==> config.mk <==
export PLATFORM = sky130hd
export DESIGN_NAME = lcd_frame_scheduler
export DESIGN_NICKNAME = d
export VERILOG_FILES = /design/src/rtl/lcd_pkg.sv /design/src/rtl/lcd_rr_arbiter.sv /design/src/rtl/lcd_frame_scheduler.sv
export SDC_FILE = /design/constraint.sdc
export NUM_CORES = 1
export LEC_CHECK = 0
export BUFFER_PORTS_ARGS = -buffer_cell sky130_fd_sc_hd__clkbuf_2
export CORE_MARGIN = 2
export CORE_UTILIZATION = 35
export CTS_CLUSTER_DIAMETER = 80
export DETAILED_ROUTE_END_ITERATION = 16
export SETUP_SLACK_MARGIN = 0.3
export SLEW_MARGIN = 20
export SYNTH_ARGS = -nofsm -noshare
export SYNTH_HDL_FRONTEND = slang
export SYNTH_HIERARCHICAL = 1
export SYNTH_SLANG_ARGS = --single-unit
==> constraint.sdc <==
create_clock -name sys_clk -period 3.98 [get_ports sys_clk]
set_input_delay 0.398 -clock sys_clk [delete_from_list [all_inputs] [get_ports sys_clk]]
set_output_delay 0.398 -clock sys_clk [all_outputs]
set_load 0.01 [all_outputs]
==> src/rtl/lcd_pkg.sv <==
// Shared LCD definitions: frame RAM geometry and the refresh scheduler state encoding.
// Frame RAM is 1024 bytes, organised as 8 pages x 128 columns.
package lcd_pkg;

  localparam int unsigned LCD_ADDR_W = 10;
  localparam int unsigned LCD_DATA_W = 8;
  localparam int unsigned LCD_PAGES  = 8;
  localparam int unsigned LCD_COLS   = 128;

  typedef enum logic [1:0] {
    SCHED_IDLE,
    SCHED_REQ,
    SCHED_BUSY
  } sched_state_e;

endpackage

==> src/rtl/lcd_rr_arbiter.sv <==
// Combinational round-robin picker.
// Ports:
//   eligible  in   NUM_REQ  requesters allowed to win this cycle
//   rr_ptr    in   PTR_W    index where the search starts
//   grant     out  NUM_REQ  one-hot winner, zero when nothing is eligible
//   valid     out  1        a winner exists
module lcd_rr_arbiter #(
  parameter int unsigned NUM_REQ = 3,
  parameter int unsigned PTR_W   = (NUM_REQ > 1) ? $clog2(NUM_REQ) : 1
) (
  input  logic [NUM_REQ-1:0] eligible,
  input  logic [PTR_W-1:0]   rr_ptr,
  output logic [NUM_REQ-1:0] grant,
  output logic               valid
);

  logic [PTR_W-1:0] idx;

  // Walk indices rr_ptr, rr_ptr+1, ... (mod NUM_REQ); first eligible one wins.
  always_comb begin
    grant = '0;
    valid = 1'b0;
    idx   = '0;
    for (int unsigned i = 0; i < NUM_REQ; i++) begin
      idx = PTR_W'((32'(rr_ptr) + i) % NUM_REQ);
      if (!valid && eligible[idx]) begin
        grant[idx] = 1'b1;
        valid      = 1'b1;
      end
    end
  end

endmodule

==> src/rtl/lcd_frame_scheduler.sv <==
// LCD frame scheduler: round-robin arbitration of the frame RAM write port, frame dirty
// tracking and rate-limited full-screen refresh requests to the display controller.
// Optional build macro LCD_FRAME_SCHED_TEAR_FREE_EN: blocks frame RAM writes while a refresh
// is in progress (BUSY, and the REQ cycle in which refresh_ack arrives).
// Ports:
//   sys_clk, sys_rst_n            clock, synchronous active-low reset
//   req, req_addr, req_data       per-requester write request with packed address/data slices
//   gnt                           one-cycle grant pulse, write accepted in that cycle
//   addr_write, data_write        frame RAM write address/data
//   write_en                      frame RAM write enable
//   refresh_req                   level request to start a refresh
//   refresh_ack, refresh_done     display pulses: refresh started / finished
//   dirty                         frame changed since the last acknowledged refresh
module lcd_frame_scheduler
  import lcd_pkg::*;
#(
  parameter int unsigned NUM_REQ            = 3,
  parameter int unsigned ADDR_W             = LCD_ADDR_W,
  parameter int unsigned DATA_W             = LCD_DATA_W,
  parameter int unsigned MIN_REFRESH_CYCLES = 120000,
  parameter int unsigned CNT_W              = 17
) (
  input  logic                      sys_clk,
  input  logic                      sys_rst_n,
  input  logic [NUM_REQ-1:0]        req,
  input  logic [NUM_REQ*ADDR_W-1:0] req_addr,
  input  logic [NUM_REQ*DATA_W-1:0] req_data,
  output logic [NUM_REQ-1:0]        gnt,
  output logic [ADDR_W-1:0]         addr_write,
  output logic [DATA_W-1:0]         data_write,
  output logic                      write_en,
  output logic                      refresh_req,
  input  logic                      refresh_ack,
  input  logic                      refresh_done,
  output logic                      dirty
);

  localparam int unsigned PTR_W = (NUM_REQ > 1) ? $clog2(NUM_REQ) : 1;
  localparam logic [CNT_W-1:0] CNT_MAX = CNT_W'(MIN_REFRESH_CYCLES);

  sched_state_e        state_q, state_d;
  logic [PTR_W-1:0]    rr_ptr_q, rr_ptr_d;
  logic [CNT_W-1:0]    cnt_q;
  logic [NUM_REQ-1:0]  gnt_q, eligible, pick;
  logic                pick_valid;
  logic [ADDR_W-1:0]   addr_q, addr_d;
  logic [DATA_W-1:0]   data_q, data_d;
  logic                write_en_q, dirty_q;
  logic                interval_ok, write_block;

`ifdef LCD_FRAME_SCHED_TEAR_FREE_EN
  assign write_block = (state_q == SCHED_BUSY) || ((state_q == SCHED_REQ) && refresh_ack);
`else
  assign write_block = 1'b0;
`endif

  // Last cycle's winner is masked so a request held through its grant is not served twice.
  assign eligible    = req & ~gnt_q & {NUM_REQ{~write_block}};
  assign interval_ok = (cnt_q == CNT_MAX);

  lcd_rr_arbiter #(
    .NUM_REQ (NUM_REQ),
    .PTR_W   (PTR_W)
  ) u_arbiter (
    .eligible (eligible),
    .rr_ptr   (rr_ptr_q),
    .grant    (pick),
    .valid    (pick_valid)
  );

  // Winner's slice goes to the write port; with no winner the port holds its last value.
  always_comb begin
    addr_d   = addr_q;
    data_d   = data_q;
    rr_ptr_d = rr_ptr_q;
    for (int unsigned k = 0; k < NUM_REQ; k++) begin
      if (pick[k]) begin
        addr_d   = req_addr[k*ADDR_W +: ADDR_W];
        data_d   = req_data[k*DATA_W +: DATA_W];
        rr_ptr_d = (k == NUM_REQ - 1) ? '0 : PTR_W'(k + 1);
      end
    end
  end

  always_comb begin
    state_d = state_q;
    unique case (state_q)
      SCHED_IDLE: if (dirty_q && interval_ok) state_d = SCHED_REQ;
      SCHED_REQ: begin
        // ack and done together: the refresh already finished, skip BUSY.
        if (refresh_ack && refresh_done) state_d = SCHED_IDLE;
        else if (refresh_ack)            state_d = SCHED_BUSY;
      end
      SCHED_BUSY: if (refresh_done) state_d = SCHED_IDLE;
      default:    state_d = SCHED_IDLE;
    endcase
  end

  always_ff @(posedge sys_clk) begin
    if (!sys_rst_n) begin
      state_q    <= SCHED_IDLE;
      rr_ptr_q   <= '0;
      cnt_q      <= CNT_MAX;
      gnt_q      <= '0;
      write_en_q <= 1'b0;
      addr_q     <= '0;
      data_q     <= '0;
      dirty_q    <= 1'b0;
    end else begin
      state_q    <= state_d;
      rr_ptr_q   <= rr_ptr_d;
      gnt_q      <= pick;
      write_en_q <= pick_valid;
      addr_q     <= addr_d;
      data_q     <= data_d;
      // A write in the ack cycle must not be lost, so set beats clear.
      if (write_en_q)       dirty_q <= 1'b1;
      else if (refresh_ack) dirty_q <= 1'b0;
      if (refresh_done)     cnt_q <= '0;
      else if (!interval_ok) cnt_q <= cnt_q + CNT_W'(1);
    end
  end

  assign gnt         = gnt_q;
  assign write_en    = write_en_q;
  assign addr_write  = addr_q;
  assign data_write  = data_q;
  assign dirty       = dirty_q;
  assign refresh_req = (state_q == SCHED_REQ);

endmodule

==> results of run 1 <==
==> routing by layer <==
layer	global-route usage	up-vias	routed length (um)
met5	0	-	0
met4	0.03776	0	45
met3	0.04171	5	389
met2	0.2464	78	2424
met1	0.1882	988	2571
li1	-	1184	-
==> cell type report <==
cell class | instances | area share
clock buffers | 8 | 0.03023
inverters | 10 | 0.01259
multi-input cells | 232 | 0.4819
flip-flops and latches | 44 | 0.2955
well taps | 80 | 0.03359
repair buffers | 86 | 0.1461
==> worst max-delay path by stage <==
stage,startpoint,to,slack [ns],cells after the start
6_report,rr_ptr_q[0],data_write[0],0.97,11
5_1_grt,rr_ptr_q[0],addr_write[0],0.73,9
3_5_place_dp,rr_ptr_q[0],data_write[4],0.92,9
4_1_cts,rr_ptr_q[0],data_write[4],0.90,9
3_3_place_gp,rr_ptr_q[0],data_write[0],1.02,11
2_1_floorplan,rr_ptr_q[0],addr_write[1],1.16,11
==> state kept, by name, summed over array words and instances (netlist names) <==
name / cells
rr_ptr_q: 2
addr_write: 10
gnt: 3
state_q: 2
dirty: 1
cnt_q: 17
write_en: 1
data_write: 8
==> cells in the mapped netlist (6+ instances only) <==
cell type and instances:
a21oi_1 10, nand3_1 9, nor4_1 7, dfxtp_1 44, a21boi_0 18, o21ai_0 32
nor2_1 13, nand2_1 61, clkbuf_1 13, xnor2_1 11, mux2i_1 21, ha_1 6
inv_1 10
==> metrics by stage <==
stage	area, um2	cells
after floorplan	2417	304
after global placement	2884	452
after detailed placement	2884	452
after CTS	2974	460
after global routing	2980	460
final	2980	460
==> cells by family after synthesis <==
group / synth area share
adders and majority gates: 0.03106
xor gates and xnor gates: 0.04710
and+or+nand+nor: 0.2547
DFF: 0.3644
muxes: 0.09161
AOI/OAI and AO/OA: 0.1620
buffers and inverters: 0.04917
==> power groups by stage <==
stage / clock, mW / combinational, mW / sequential, mW
floorplan: 0 / 0.706 / 0.623
global placement: 0 / 0.984 / 0.601
detailed placement: 0 / 0.993 / 0.599
CTS: 0.300 / 0.999 / 0.589
global route: 0.310 / 1.13 / 0.600
finish: 0.288 / 0.998 / 0.588
==> critical path, delay by kind of cell, from the launching register on <==
family / cells / cell delay [ns]
AOI/OAI and AO/OA: 4 / 0.83
adders and majority gates: 1 / 0.42
buffers and inverters: 2 / 0.46
DFF: 1 / 0.38
muxes: 1 / 0.27
and+or+nand+nor: 3 / 0.53
==> reports/metrics.cfg, run 1 <==
[synth]
synth_edf_count=0
ys.flop_type=dfxtp_1
ys.warnings.count=6
syn_area_um2=2417
synthTopCellsByArea=dfxtp_1, nand2_1, mux2i_1
async_flop_share=0
ys_types=38
synth_top_area_share=0.3644
syn_nets=371
synthCells=304
seq_area_frac_synth=0.3644
ys_seq_elements=44
avgSynthCellArea_um2=7.952
yosysTopAreaCell=dfxtp_1

[final_layout]
syn2layout_area_growth_pct=23.29
regArea_um2=880.8
fin_util=0.4411
multi_input_area_um2=1436
mostFrequentLayoutCells=clkbuf_2, nand2_1, dfxtp_1, o21ai_0, mux2i_1
fillers=693
nets=446
final_common_cell=clkbuf_2
drive_above_1_share=0.2579
n_antenna_cell=0

[timing]
min_period_over_period=0.7573
rsz0062_at_grt=no
setup_viol=0
maxSlewHeadroom=0.5506
clock_skew_ns=0.006764
fmax_mhz=331.8
hold_slack_ns=0.3899
worst-slew-pin-transition_ns=0.6720
setup_slack_ns=0.9658
slew_viol_final=0
fin_crit_ns=3.014
fin_tns_setup_ns=0
hold_viol=0

[global_routing]
antenna_found_initial=0
overflow=0
grtUsageTotal=0.1478
grt_max_degree=34
grt_pass1_vias=2025
grt_pass1_wl_mm=9.032

[drt]
vias=2255
drc=0
routed_wl_mm=5.430
vias_per_cell=4.902
antenna_left=0
wire_per_inst_um=11.80
drt_iter0_markers=64
drtPass1Iterations=5

[clock_tree]
root_buffer=clkbuf_8
cts_buffers=5
clock-sinks=44
clock_latency_ns=0.29
clkTransAtPathRegs_ns=0.08
post_cts_resized=0
cts_buffer_depth=2
post-cts-setup-buffer-count=0
htreeDepth=2
ctsHoldBuffers=0
cts_tree=done

[setup_path]
end_kind=flop
slowest_stage=ha_1
rr_startpoint=rr_ptr_q[0]
regToRegEndpoint=data_write[0]
crit_chain=inv_1, ha_1, a22oi_1, nor2_1, or3_1, o21ai_2, buf_4, mux2i_1, o21ai_0, nand2_1, a21boi_0
path_class=flop to flop
critPathMaxStageDelay_ns=0.42
worstPathRequired_ns=4.16
r2r_setup_slack_ns=0.97
cp-start-kind=flop
worstPathMaxFanout=18
reg2regPathDepth=11
critPathArrivalTime_ns=3.19

[power]
p_leak_nw=1.272
p_int_mw=1.067
p_per_area_nw_per_um2=628.7
combPwrFrac=0.533
total_power_mw=1.874
p_switching_mw=0.8064
p_clk_frac=0.153
power.share.sequential=0.314
ir_drop_v=0.0002891
power_switching_share=0.4303

[floorplan]
die_w_um=87.11
rows=30
die_h_um=87.11
core_area_um2=6756
ios=85
die_area_um2=7587
initial_core_util=0.3578

[worst_hold_path]
holdPathEnd=cnt_q[15]
hold_class=input port to flop
hold_depth=2
min_from=refresh_done

[run_status]
outcome=finished clean

[job]
cap_violations=0

[placed_design]
routabilityCongestion=0.7746
dp_slack_ns=0.9216
dp_hpwl_mm=4.171
port_buffers=84

Note: power is estimated with default switching activity, not from simulation.
==> run 2, diff against run 1 <==
==> constraint.sdc (replaced) <==
create_clock -name sys_clk -period 2.9 [get_ports sys_clk]
set_input_delay 0.29 -clock sys_clk [delete_from_list [all_inputs] [get_ports sys_clk]]
set_output_delay 0.29 -clock sys_clk [all_outputs]
set_load 0.01 [all_outputs]
==> reports/metrics.cfg, run 2 (synthesis results as in run 1) <==
[setup_path]
path_buf_inv=1  ; -1
cp_top_family=simple AND/OR/NAND/NOR gates
path_depth=9  ; -2
crit_path_start=rr_ptr_q[1]
slowest_stage=or3_4
regToRegEndpoint=addr_write[7]
reg2regPathDepth=9  ; -2
worstPathRequired_ns=3.08  ; -1.08 ns
crit_chain=inv_1, ha_2, nand2b_1, a21oi_1, nand2b_1, mux2_4, or3_4, nand2_1, a21boi_0
critPathArrivalTime_ns=2.62  ; -0.57 ns
cp-start-kind=flop
rr_startpoint=rr_ptr_q[1]
end_kind=flop
critPathMaxStageDelay_ns=0.45  ; +0.03 ns
crit_end=addr_write[7]
r2r_setup_slack_ns=0.47  ; -0.50 ns
path_class=flop to flop
cpMostUsedCell=nand2b_1
worstPathMaxFanout=9  ; -9

[global_routing]
overflow=0  ; unchanged
use_met1=0.2019  ; +0.01370
grt_pass1_wl_mm=9.639  ; +6.7%
antenna_found_initial=0  ; unchanged
use_met3=0.05024  ; +0.008531
grt_pass1_vias=2139  ; +5.6%
grtUsageTotal=0.1587  ; +0.01097
grt_max_degree=34  ; unchanged
met2_usage=0.2505  ; +0.004164
top_usage_layer=met2

[clock_tree]
cts_tree=done
root_buffer=clkbuf_8
clkTransAtPathRegs_ns=0.09  ; about the same
clock_latency_ns=0.30  ; about the same
ctsHoldBuffers=0  ; unchanged
cts_buffers=5  ; unchanged
clock-sinks=44  ; unchanged
htreeDepth=2  ; unchanged
cts_buffer_depth=2  ; unchanged

[power]
p_int_mw=1.652  ; +55%
total_power_mw=2.879  ; +54%
p_leak_nw=1.318  ; +3.7%
combPwrFrac=0.575  ; +0.042
power.share.sequential=0.281  ; -0.033
p_switching_mw=1.227  ; +52%
p_clk_frac=0.144  ; -0.009
ir_drop_v=0.0004622  ; +60%
p_per_area_nw_per_um2=926.7  ; +47%
power_switching_share=0.4261  ; -0.004194

[final_layout]
largest-register=cnt_q
largest_register_ffs=17  ; unchanged
final_common_cell=clkbuf_2
nets=454  ; +1.8%
n_antenna_cell=0  ; unchanged
syn2layout_area_growth_pct=28.52
mostFrequentLayoutCells=clkbuf_2, nand2_1, dfxtp_1, o21ai_0, mux2i_1
drive_above_1_share=0.2887  ; +0.03077

[timing]
slew_viol_final=0  ; unchanged
clock_skew_ns=0.01040  ; +0.003639 ns
setup_viol=0  ; unchanged
fmax_mhz=410.7  ; +24%
fin_crit_ns=2.435  ; -0.5794 ns
hold_viol=0  ; unchanged
worst-slew-pin-transition_ns=0.6021  ; -0.06982 ns
min_period_over_period=0.8396  ; +0.08226
maxSlewHeadroom=0.5986  ; +0.04800
rsz0062_at_grt=yes
fin_tns_setup_ns=0  ; unchanged

[drt]
vias_per_cell=4.897  ; about the same
drt_iter0_markers=83  ; +30%
vias=2292  ; +1.6%
antenna_left=0  ; unchanged
wire_per_inst_um=12.83  ; +8.7%
drtPass1Iterations=4  ; -1
routed_wl_mm=6.005  ; +11%
drc=0  ; unchanged

[floorplan]
ios=85  ; unchanged
core_area_um2=6756  ; unchanged
die_h_um=87.11  ; unchanged
rows=30  ; unchanged
die_w_um=87.11  ; unchanged
initial_core_util=0.3578  ; unchanged
die_area_um2=7587  ; unchanged

[placed_design]
port_buffers=84  ; unchanged
routabilityCongestion=0.8481  ; +9.5%
dp_hpwl_mm=4.368  ; +4.7%

[worst_hold_path]
hold_class=input port to flop

[run_status]
outcome=finished clean

[job]
cap_violations=0  ; unchanged

[run 2: changes by cell type in the layout (fill, tap and decap cells not counted), sizes merged]
cell      before  now
clkinvlp       0    2
or3            4    5
clkbuf        92   90
buf            2    9
[run 2: final cells by class]
class	instances	area (um2)
fill	672	3650
multi-input combinational	233	1486
sequential	44	882.1
timing repair buffer	93	503.0
tap	80	100.1
clock buffer	6	82.58
inverter	10	37.54
clock inverter	2	15.01
[run 2: power by group through the flow]
stage                     registers [mW]  logic (mW)  clock network, mW
after floorplan                    0.856        1.04                  0
after global placement             0.816        1.44                  0
after detailed placement           0.821        1.45                  0
after CTS                          0.809        1.48              0.428
after global routing               0.826        1.85              0.454
final                              0.810        1.65              0.415
[run 2: how the worst min path moves through the flow]
stage,start,to,cells past startpoint
3_3_place_gp,data_write[3],data_write[3],2
2_1_floorplan,refresh_done,cnt_q[12],1
4_1_cts,refresh_ack,state_q[1],3
5_1_grt,refresh_ack,state_q[1],3
3_5_place_dp,addr_write[4],addr_write[4],2
6_report,refresh_ack,state_q[1],3
[run 2: what timing repair did]
| item | CTS | global route |
|---|---|---|
| setup endpoints to repair | 18 | 18 |
| resized for setup | 3 | 12 |
| pin swaps | 0 | 3 |
| setup buffers | 0 | 3 |
| gates cloned | 0 | 2 |
[run 2: layer usage]
layer	up-vias	wire, um
met1	1006	2793
li1	1205	-
met3	4	425
met4	0	55
met2	77	2730
met5	-	0
[run 2: stage by stage]
stage          cell area (um2)  hold slack (ns)  setup slack [ns]    util  std cells
6_report                  3107           0.2670            0.4651  0.4598        468
5_1_grt                   3107           0.2701            0.3044  0.4598        468
4_1_cts                   3027           0.2615            0.3010  0.4480        463
3_5_place_dp              2918           0.4587            0.1278  0.4319        455
3_3_place_gp              2918           0.4509            0.2003  0.4319        455
2_1_floorplan             2442           0.4010            0.3285       -        304
[run 2: tightest hold or removal path, delay by kind of cell]
| kind | cells | cell delay [ns] |
|---|---|---|
| AO/OA/AOI/OAI | 1 | 0.06 |
| buffers and inverters | 1 | 0.11 |
| AND/OR/NAND/NOR | 1 | 0.08 |
